===== src/rtl/btn_ctrl_pkg.sv =====
// Shared constants for the button controller array: FSM state encoding,
// default parameter values and a configuration range helper.
package btn_ctrl_pkg;

  localparam logic [2:0] ST_IDLE    = 3'd0;
  localparam logic [2:0] ST_PRESS   = 3'd1;
  localparam logic [2:0] ST_HELD    = 3'd2;
  localparam logic [2:0] ST_REPEAT  = 3'd3;
  localparam logic [2:0] ST_RELEASE = 3'd4;

  localparam int DEF_N_BTN        = 5;
  localparam int DEF_CNT_W        = 25;
  localparam int DEF_DEBOUNCE     = 5000;
  localparam int DEF_REPEAT_DELAY = 20000000;
  localparam int DEF_REPEAT_RATE  = 5000000;

  // True when value is at least 1 and representable in an unsigned width-bit counter.
  function automatic logic cfg_fits(input longint value, input int width);
    return (value >= 64'sd1) && (value <= ((64'sd1 <<< width) - 64'sd1));
  endfunction

endpackage


===== src/rtl/btn_ctrl_array_chan.sv =====
// One button channel: two-flop synchroniser, debounce / auto-repeat FSM with
// a single shared counter, and registered pulse/level outputs.
module btn_chan
  import btn_ctrl_pkg::*;
#(
  parameter int   CNT_W        = DEF_CNT_W,
  parameter int   DEBOUNCE     = DEF_DEBOUNCE,
  parameter int   REPEAT_DELAY = DEF_REPEAT_DELAY,
  parameter int   REPEAT_RATE  = DEF_REPEAT_RATE,
  parameter logic REPEAT_ON    = 1'b1
) (
  input  logic clk,
  input  logic reset,
  input  logic btn_in,
  output logic btn_pulse,
  output logic btn_level
);

  localparam logic [CNT_W-1:0] CNT_ZERO = CNT_W'(32'd0);
  localparam logic [CNT_W-1:0] CNT_ONE  = CNT_W'(32'd1);
  localparam logic [CNT_W-1:0] DB_END   = CNT_W'(DEBOUNCE);
  localparam logic [CNT_W-1:0] RD_END   = CNT_W'(REPEAT_DELAY - 1);
  localparam logic [CNT_W-1:0] RR_END   = CNT_W'(REPEAT_RATE - 1);

  logic             sync1_r;
  logic             sync2_r;
  logic [2:0]       state_r;
  logic [CNT_W-1:0] cnt_r;
  logic             pulse_r;
  logic             level_r;

  logic [2:0]       state_s;
  logic [CNT_W-1:0] cnt_s;
  logic             pulse_s;
  logic             level_s;

  // Two-flop synchroniser for the raw asynchronous button level.
  always_ff @(posedge clk) begin
    if (reset) begin
      sync1_r <= 1'b0;
      sync2_r <= 1'b0;
    end else begin
      sync1_r <= btn_in;
      sync2_r <= sync1_r;
    end
  end

  // Next-state logic; the counter means debounce time or repeat time depending on state.
  always_comb begin
    state_s = state_r;
    cnt_s   = cnt_r;
    pulse_s = 1'b0;
    level_s = level_r;
    case (state_r)
      ST_IDLE: begin
        if (sync2_r) begin
          state_s = ST_PRESS;
          cnt_s   = CNT_ONE;
        end else begin
          cnt_s   = CNT_ZERO;
        end
      end
      ST_PRESS: begin
        if (!sync2_r) begin
          state_s = ST_IDLE;
          cnt_s   = CNT_ZERO;
        end else if (cnt_r == DB_END) begin
          state_s = ST_HELD;
          cnt_s   = CNT_ZERO;
          pulse_s = 1'b1;
          level_s = 1'b1;
        end else begin
          cnt_s   = cnt_r + CNT_ONE;
        end
      end
      ST_HELD: begin
        if (!sync2_r) begin
          state_s = ST_RELEASE;
          cnt_s   = CNT_ONE;
        end else if (!REPEAT_ON) begin
          cnt_s   = CNT_ZERO;
        end else if (cnt_r == RD_END) begin
          state_s = ST_REPEAT;
          cnt_s   = CNT_ZERO;
          pulse_s = 1'b1;
        end else begin
          cnt_s   = cnt_r + CNT_ONE;
        end
      end
      ST_REPEAT: begin
        if (!sync2_r) begin
          state_s = ST_RELEASE;
          cnt_s   = CNT_ONE;
        end else if (cnt_r == RR_END) begin
          cnt_s   = CNT_ZERO;
          pulse_s = 1'b1;
        end else begin
          cnt_s   = cnt_r + CNT_ONE;
        end
      end
      ST_RELEASE: begin
        // A bounce back high resumes holding without a fresh press pulse.
        if (sync2_r) begin
          state_s = ST_HELD;
          cnt_s   = CNT_ZERO;
        end else if (cnt_r == DB_END) begin
          state_s = ST_IDLE;
          cnt_s   = CNT_ZERO;
          level_s = 1'b0;
        end else begin
          cnt_s   = cnt_r + CNT_ONE;
        end
      end
      default: begin
        state_s = ST_IDLE;
        cnt_s   = CNT_ZERO;
        level_s = 1'b0;
      end
    endcase
  end

  // FSM, counter and output registers.
  always_ff @(posedge clk) begin
    if (reset) begin
      state_r <= ST_IDLE;
      cnt_r   <= CNT_ZERO;
      pulse_r <= 1'b0;
      level_r <= 1'b0;
    end else begin
      state_r <= state_s;
      cnt_r   <= cnt_s;
      pulse_r <= pulse_s;
      level_r <= level_s;
    end
  end

  assign btn_pulse = pulse_r;
  assign btn_level = level_r;

endmodule


===== src/rtl/btn_ctrl_array.sv =====
// Array of independent debounced, auto-repeating button channels; btn_any
// is the OR of the registered per-channel pulses.
module btn_ctrl_array
  import btn_ctrl_pkg::*;
#(
  parameter int               N_BTN        = DEF_N_BTN,
  parameter int               CNT_W        = DEF_CNT_W,
  parameter int               DEBOUNCE     = DEF_DEBOUNCE,
  parameter int               REPEAT_DELAY = DEF_REPEAT_DELAY,
  parameter int               REPEAT_RATE  = DEF_REPEAT_RATE,
  parameter logic [N_BTN-1:0] REPEAT_EN    = {N_BTN{1'b1}}
) (
  input  logic             clk,
  input  logic             reset,
  input  logic [N_BTN-1:0] btn_in,
  output logic [N_BTN-1:0] btn_pulse,
  output logic [N_BTN-1:0] btn_level,
  output logic             btn_any
);

  // Counters must never wrap, so every terminal count has to fit in CNT_W bits.
  if (!cfg_fits(longint'(DEBOUNCE), CNT_W) ||
      !cfg_fits(longint'(REPEAT_DELAY), CNT_W) ||
      !cfg_fits(longint'(REPEAT_RATE), CNT_W)) begin : g_cfg_error
    $error("btn_ctrl_array: DEBOUNCE/REPEAT_DELAY/REPEAT_RATE must be in 1..2**CNT_W-1");
  end

  for (genvar i = 0; i < N_BTN; i++) begin : g_chan
    btn_chan #(
      .CNT_W       (CNT_W),
      .DEBOUNCE    (DEBOUNCE),
      .REPEAT_DELAY(REPEAT_DELAY),
      .REPEAT_RATE (REPEAT_RATE),
      .REPEAT_ON   (REPEAT_EN[i])
    ) u_chan (
      .clk      (clk),
      .reset    (reset),
      .btn_in   (btn_in[i]),
      .btn_pulse(btn_pulse[i]),
      .btn_level(btn_level[i])
    );
  end

  assign btn_any = |btn_pulse;

endmodule


===== config.mk =====
export PLATFORM = sky130hd
export DESIGN_NAME = btn_ctrl_array
export DESIGN_NICKNAME = d
export VERILOG_FILES = /design/src/rtl/btn_ctrl_pkg.sv /design/src/rtl/btn_ctrl_array_chan.sv /design/src/rtl/btn_ctrl_array.sv
export SDC_FILE = /design/constraint.sdc
export NUM_CORES = 1
export LEC_CHECK = 0
export ABC_AREA = 0
export CAP_MARGIN = 5
export CORE_UTILIZATION = 44
export DETAILED_ROUTE_END_ITERATION = 8
export GPL_TIMING_DRIVEN = 0
export PLACE_DENSITY = 0.64
export SLEW_MARGIN = 15
export SYNTH_ARGS = -nofsm -noshare
export SYNTH_HDL_FRONTEND = slang
export SYNTH_SLANG_ARGS = --single-unit

===== constraint.sdc =====
create_clock -name clk -period 3.05 [get_ports clk]
set_input_delay 0.305 -clock clk [delete_from_list [all_inputs] [get_ports clk]]
set_output_delay 0.305 -clock clk [all_outputs]
set_load 0.005 [all_outputs]

### Word-level counts from Yosys, hierarchy flattened

Index checks and enable logic that the tools add are counted.

* $add $sub $neg: 5
* equality and inequality tests: 80
* muxes and demuxes: 150
* bitwise operators: 5
* reductions and logical operators: 21

Operators with widths (number)
* 25-bit two-way mux: 35
* 25-bit case mux with 5 select lines: 5
* 25-bit by 1-bit adder with 25-bit output (second input constant): 5
* 25-bit by 13-bit == test with 1-bit output (second input constant): 5
* 25-bit by 23-bit == test with 1-bit output (second input constant): 5
* 25-bit == test (second input constant): 5
* 3-bit two-way mux: 40
* 3-bit case mux with 5 select lines: 5
* 1-bit two-way mux: 55
* 5-bit AND reduction: 10
* 2-bit by 1-bit != test with 1-bit output (second input constant): 20
* 3-bit by 2-bit == test with 1-bit output (second input constant): 10
* 3-bit != test (second input constant): 10
* 1-bit case mux with 3 select lines: 10
* 2-bit != test (second input constant): 10
* 3-bit by 1-bit == test with 1-bit output (second input constant): 5
* 3-bit == test (second input constant): 5
* 3-bit logical NOT: 5
* 3-bit by 1-bit != test with 1-bit output (second input constant): 5
* 3-bit OR reduction: 5
* 1-bit NOT: 5
* 5-bit OR reduction: 1

* register bits: 160
* input bits: 7
* word-level logic and storage cells: 291

### Depth between registers and ports, before layout

* depth after elaboration: 4
* gate-level depth with buffers: 9
* gate-level depth less buffers: 8

### By module

A second synthesis with hierarchy kept.

* cell total of the unflattened synthesis: 978
* area, all modules: 8355.5 um^2

Modules (own cells, without submodules)
* btn_chan at g_chan[0].u_chan ...: times used 4, cells an instance 196, area each 1682.9 um^2
* btn_chan at g_chan[4].u_chan: times used 1, cells an instance 191, area each 1611.5 um^2
* btn_ctrl_array: times used 1, cells an instance 3, area each 12.5 um^2

### Least setup slack after synthesis

Ideal clock, no wire load.

* path kind: register -> register
* from: reg g_chan[0].u_chan.cnt_r[9]
* to: reg g_chan[0].u_chan.cnt_r[21]
* setup time: 115 ps
* arrival: 2126 ps
* slack: 808 ps
* stages on the path, launching flop included: 8
* path through: dfxtp_1 > or4b_1 > or4_4 > o31ai_4 > o22ai_2 > o211ai_4 > buf_8 > nor2_2

* word-level cells in the longest chain between the ends: 4
* elaborated cells on any way between the ends: 12

RTL lines
* from (decl): line btn_ctrl_array_chan.sv:28 `logic [CNT_W-1:0] cnt_r;`
* from (signal assigned): line btn_ctrl_array_chan.sv:131 `cnt_r <= cnt_s;`
* 25-bit by 1-bit adder with 25-bit output (tied with other cells)
* 25-bit two-way mux (on tied branches) (2 in series)
* 25-bit case mux with 5 select lines *: line btn_ctrl_array_chan.sv:54 `case (state_r)`

Mark *: on every way between the ends. The rest lies on a longest branch, timed or not.
A chain may end at the register's enable or synchronous reset.

### Final worst setup path

* from: reg g_chan[2].u_chan.cnt_r[12]
* to: reg g_chan[2].u_chan.cnt_r[18]

* word-level cells in the longest chain between the ends: 4
* elaborated cells on any way between the ends: 12

RTL lines (line)
* from (decl): btn_ctrl_array_chan.sv:28
* from (signal assigned): btn_ctrl_array_chan.sv:131
* 25-bit by 1-bit adder with 25-bit output (tied with other cells)
* 25-bit two-way mux (on tied branches) (2 in series)
* 25-bit case mux with 5 select lines *: btn_ctrl_array_chan.sv:54

Marked as above.

==> run summary <==
The final worst setup slack is 0.326 ns. The final net count is 1017. The maximum vdd ir drop is 0.380 mV. The number of global-route vias before repair was 6086. The via count came out at 6685.

The startpoint of the lowest-slack register-to-register path is g_chan[2].u_chan.cnt_r[12]. The final worst clock skew is 0.00915 ns. The async set-reset flop share out of synthesis is 0. The depth of the worst register-to-register path is 7.

The endpoint identified for the worst register-to-register timing path is g_chan[2].u_chan.cnt_r[18]. The count of cell types in the netlist came out at 68. The antenna diode count came out at 0. The chip height is 137 um.

The instance count along the most critical hold path is 1. The post-cts repair resize count is 0. The worst hold path begins at g_chan[0].u_chan.sync1_r. The synthesized cell area came out at 8040 um^2. After synthesis the netlist holds a flip-flop and latch count of 160. The most used flip-flop cell after synthesis is sky130_fd_sc_hd__dfxtp_1. In the finished design, the share of the clock period the worst path needs comes to 0.893. After the first detailed-routing iteration, the DRC count stood at 333. The effective utilization at floorplan came out at 0.448. The clock-pin slew on the worst setup and hold paths came out at 0.06 ns.

CTS saw 160 sinks. The final global-route overflow total is 0. For this run, the total global-route usage over all layers was measured as 0.191.

The core area came out at 18000 um^2. The arrival time at the worst endpoint is 3.03 ns. Entering global routing, the biggest net connects 17 pins. TritonCTS built the clock tree. The worst setup path is captured at a register. The tool flagged a number of max-cap violations equal to 0. Summed over all failing endpoints, the final setup total negative slack is 0 ns. The total power per unit cell area is 504 nW/um^2.

The flow ran to the end, and the final reports show no timing, DRC or antenna violations. The startpoint type of the worst setup path is a register. The filler cell count came out at 1706.

The total wire length after detailed routing came out at 16600 um. The number of antenna violations at the first check in global routing is 0. The worst setup path is of the reg2reg kind. The synthesis warning total came out at 0. The number of setup buffers added after CTS is 0.

Synthesis produced a netlist with a net count of 982. The leading area contributor after synthesis is sky130_fd_sc_hd__dfxtp_1. The biggest fanout along the worst timing path is 10. The final cell utilization of the core came out at 0.510. The number of rows in the core area is 49. The shortest clock period the worst path allows after layout is 2.72 ns. The library cells used most frequently in the layout, excluding fill and tap cells, are sky130_fd_sc_hd__dfxtp_1, sky130_fd_sc_hd__nor2_1, sky130_fd_sc_hd__nand2_1. The area share of the leading cell type in the synthesized netlist is 0.398.

The number of buffers created by CTS came out at 17. The number of instances in the synthesized netlist is 965. The maximum root-to-sink buffer count came out at 2. The post-detailed-route wirelength per cell is 13.4 um. The detailed-route vias per instance is 5.38. The mean cell area of the mapped netlist is 8.33 um^2. The share of the yosys chip area belonging to registers came out at 0.398. For the worst-skew pair, the clock arrives at the later sink with an insertion delay of 0.42 ns. The total count of hold-check failures in the final report came out at 0. The number of nets with antenna violations after detailed routing came out at 0. OpenSTA, run right after detailed placement, puts the worst setup slack at 0.349 ns. The routed length on met3 is 484 um. The tree is rooted in a sky130_fd_sc_hd__clkbuf_16. The ratio of cells with drive above 1 in the final layout came out at 0.0750. Setup repair after global routing left no endpoint under its margin. In this run the top signal layer used is met4. The number of optimization iterations in the first detailed-route pass is 5.

The congestion estimate from routability-driven global placement came to 0.839. The number of synthesized flops with an enable pin is 0. From left edge to right edge, the die measures 137 um. The placed wire-length estimate is 11900 um. The library cell used most frequently in the layout, excluding fill and tap cells, is sky130_fd_sc_hd__dfxtp_1.

The hold path endpoint is g_chan[0].u_chan.sync2_r. The relative slew slack is 0.439. The maximum achievable frequency came out at 0.367 GHz. The final-report max-slew violation count is 0. The detailed router put a total of 8400 um of wire on met1. Setup violations remaining at the end of the flow were counted as 0. The length of routed met2 wiring is 7540 um.

The static leakage power is 2.96 nW. The first global-routing pass estimated 28700 um of wire. The required time of the critical path came out at 3.35 ns.

The H-tree depth reported by CTS is 4. The reg-to-reg setup timing slack came out at 0.33 ns. The class of the worst hold path is reg2reg. Ranked by total cell area, the synthesized netlist is headed by sky130_fd_sc_hd__dfxtp_1, sky130_fd_sc_hd__xor2_1, sky130_fd_sc_hd__nor2_1.

The number of hold buffers added after CTS came out at 0. The die outline area came out at 18800 um^2. After detailed routing, the number of remaining DRC violations is 0. The measured slew at the worst slew-check pin is 0.835 ns. The layout-stage area growth over the synthesis result is 13.9%. During placement, the flow inserted port buffers numbering 16. The number of top-level design ports is 18.
-- final cells by class --
cell class                      count  area (um^2)  share of cell area
Sequential cell                   160         3200               0.350
Timing Repair Buffer               16          160              0.0175
Multi-Input combinational cell    732         4480               0.489
Inverter                           29          109              0.0119
Tap cell                          229          287              0.0313
Clock buffer                       24          502              0.0548
Clock inverter                      8          173              0.0188
Buffer                             44          244              0.0266
-- layer usage --
layer,track usage,up-vias
met2,0.302,83
li1,-,3451
met5,0,-
met3,0.0441,15
met4,0.0604,0
met1,0.254,3136
-- where the power goes --
group / internal (mW) / switching (mW) / leakage (nW)
Combinational: 0.0492 / 0.0543 / 1.33
Clock: 1.57 / 0.825 / 0.331
Sequential: 2.11 / 0.0137 / 1.29
Total: 3.72 / 0.893 / 2.96
-- sequential cells by signal (all words and copies together), names as in the netlist --
name and flops:
g_chan.u_chan.sync1_r 5, g_chan.u_chan.sync2_r 5, g_chan.u_chan.state_r 15, g_chan.u_chan.cnt_r 125, g_chan.u_chan.btn_pulse 5, g_chan.u_chan.btn_level 5
-- synth_stat cells, types with 3 or more instances --
cell type,instances
sky130_fd_sc_hd__a211oi_1,6
sky130_fd_sc_hd__buf_6,3
sky130_fd_sc_hd__dfxtp_1,160
sky130_fd_sc_hd__xnor2_1,47
sky130_fd_sc_hd__nand2_1,74
sky130_fd_sc_hd__nor4_1,22
sky130_fd_sc_hd__nor3b_1,6
sky130_fd_sc_hd__ha_1,10
sky130_fd_sc_hd__buf_2,6
sky130_fd_sc_hd__o31ai_1,7
sky130_fd_sc_hd__nor4b_1,7
sky130_fd_sc_hd__nor2_1,135
sky130_fd_sc_hd__a31oi_1,6
sky130_fd_sc_hd__inv_1,28
sky130_fd_sc_hd__buf_4,10
sky130_fd_sc_hd__and4b_1,4
sky130_fd_sc_hd__or2_2,5
sky130_fd_sc_hd__nand3b_1,6
sky130_fd_sc_hd__nand4b_1,6
sky130_fd_sc_hd__nand2b_1,7
sky130_fd_sc_hd__o21ai_0,16
sky130_fd_sc_hd__and4_1,13
sky130_fd_sc_hd__and3_1,29
sky130_fd_sc_hd__a21o_1,4
sky130_fd_sc_hd__mux2i_1,3
sky130_fd_sc_hd__clkbuf_1,23
sky130_fd_sc_hd__xor2_1,68
sky130_fd_sc_hd__nor3_1,59
sky130_fd_sc_hd__and2_1,7
sky130_fd_sc_hd__nor2_2,10
sky130_fd_sc_hd__or4_1,5
sky130_fd_sc_hd__nor2b_1,18
sky130_fd_sc_hd__nand3_1,57
sky130_fd_sc_hd__nand4_1,29
sky130_fd_sc_hd__or3_1,5
sky130_fd_sc_hd__a21oi_1,24
-- metrics by stage --
step / instance area (um^2) / hold slack [ns] / total power, mW / std cells
global route: 9160 / 0.459 / 4.79 / 1242
CTS: 9160 / 0.440 / 4.67 / 1242
detailed placement: 8490 / 0.426 / 2.27 / 1210
global placement: 8490 / 0.419 / 2.27 / 1210
floorplan: 8040 / 0.414 / 2.23 / 965
finish: 9160 / 0.435 / 4.62 / 1242
-- critical path, stage by stage (launching register included) --
cell	delay, ns
sky130_fd_sc_hd__dfxtp_1	0.36
sky130_fd_sc_hd__nor4b_1	0.33
sky130_fd_sc_hd__nand4_1	0.21
sky130_fd_sc_hd__nor4_1	0.70
sky130_fd_sc_hd__o32ai_1	0.16
sky130_fd_sc_hd__a21oi_1	0.46
sky130_fd_sc_hd__buf_2	0.32
sky130_fd_sc_hd__nor2_1	0.07
-- worst max-delay path by stage --
| stage | start | end | slack, ns | cells after the start |
|---|---|---|---|---|
| floorplan | g_chan[0].u_chan.cnt_r[9] | g_chan[0].u_chan.cnt_r[21] | 0.81 | 7 |
| finish | g_chan[2].u_chan.cnt_r[12] | g_chan[2].u_chan.cnt_r[18] | 0.33 | 7 |
| detailed placement | g_chan[2].u_chan.cnt_r[15] | g_chan[2].u_chan.cnt_r[14] | 0.35 | 7 |
| global route | g_chan[2].u_chan.cnt_r[1] | g_chan[2].u_chan.cnt_r[19] | 0.07 | 7 |
| global placement | g_chan[2].u_chan.cnt_r[0] | g_chan[2].u_chan.cnt_r[10] | 0.41 | 7 |
| CTS | g_chan[2].u_chan.cnt_r[15] | g_chan[2].u_chan.cnt_r[18] | 0.33 | 7 |
-- cell families (layout without fill, tap and decap cells) --
| group | count (synthesis) | in the layout | synth area share |
|---|---|---|---|
| AOI/OAI and AO/OA | 88 | 88 | 0.0763 |
| xor gates and xnor gates | 115 | 115 | 0.125 |
| adders and majority gates | 10 | 10 | 0.0156 |
| buffers and inverters | 73 | 121 | 0.0439 |
| DFF | 160 | 160 | 0.398 |
| muxes | 4 | 4 | 0.00514 |
| and+or+nand+nor | 515 | 515 | 0.335 |
No activity file was read; power rests on OpenSTA's default activity.
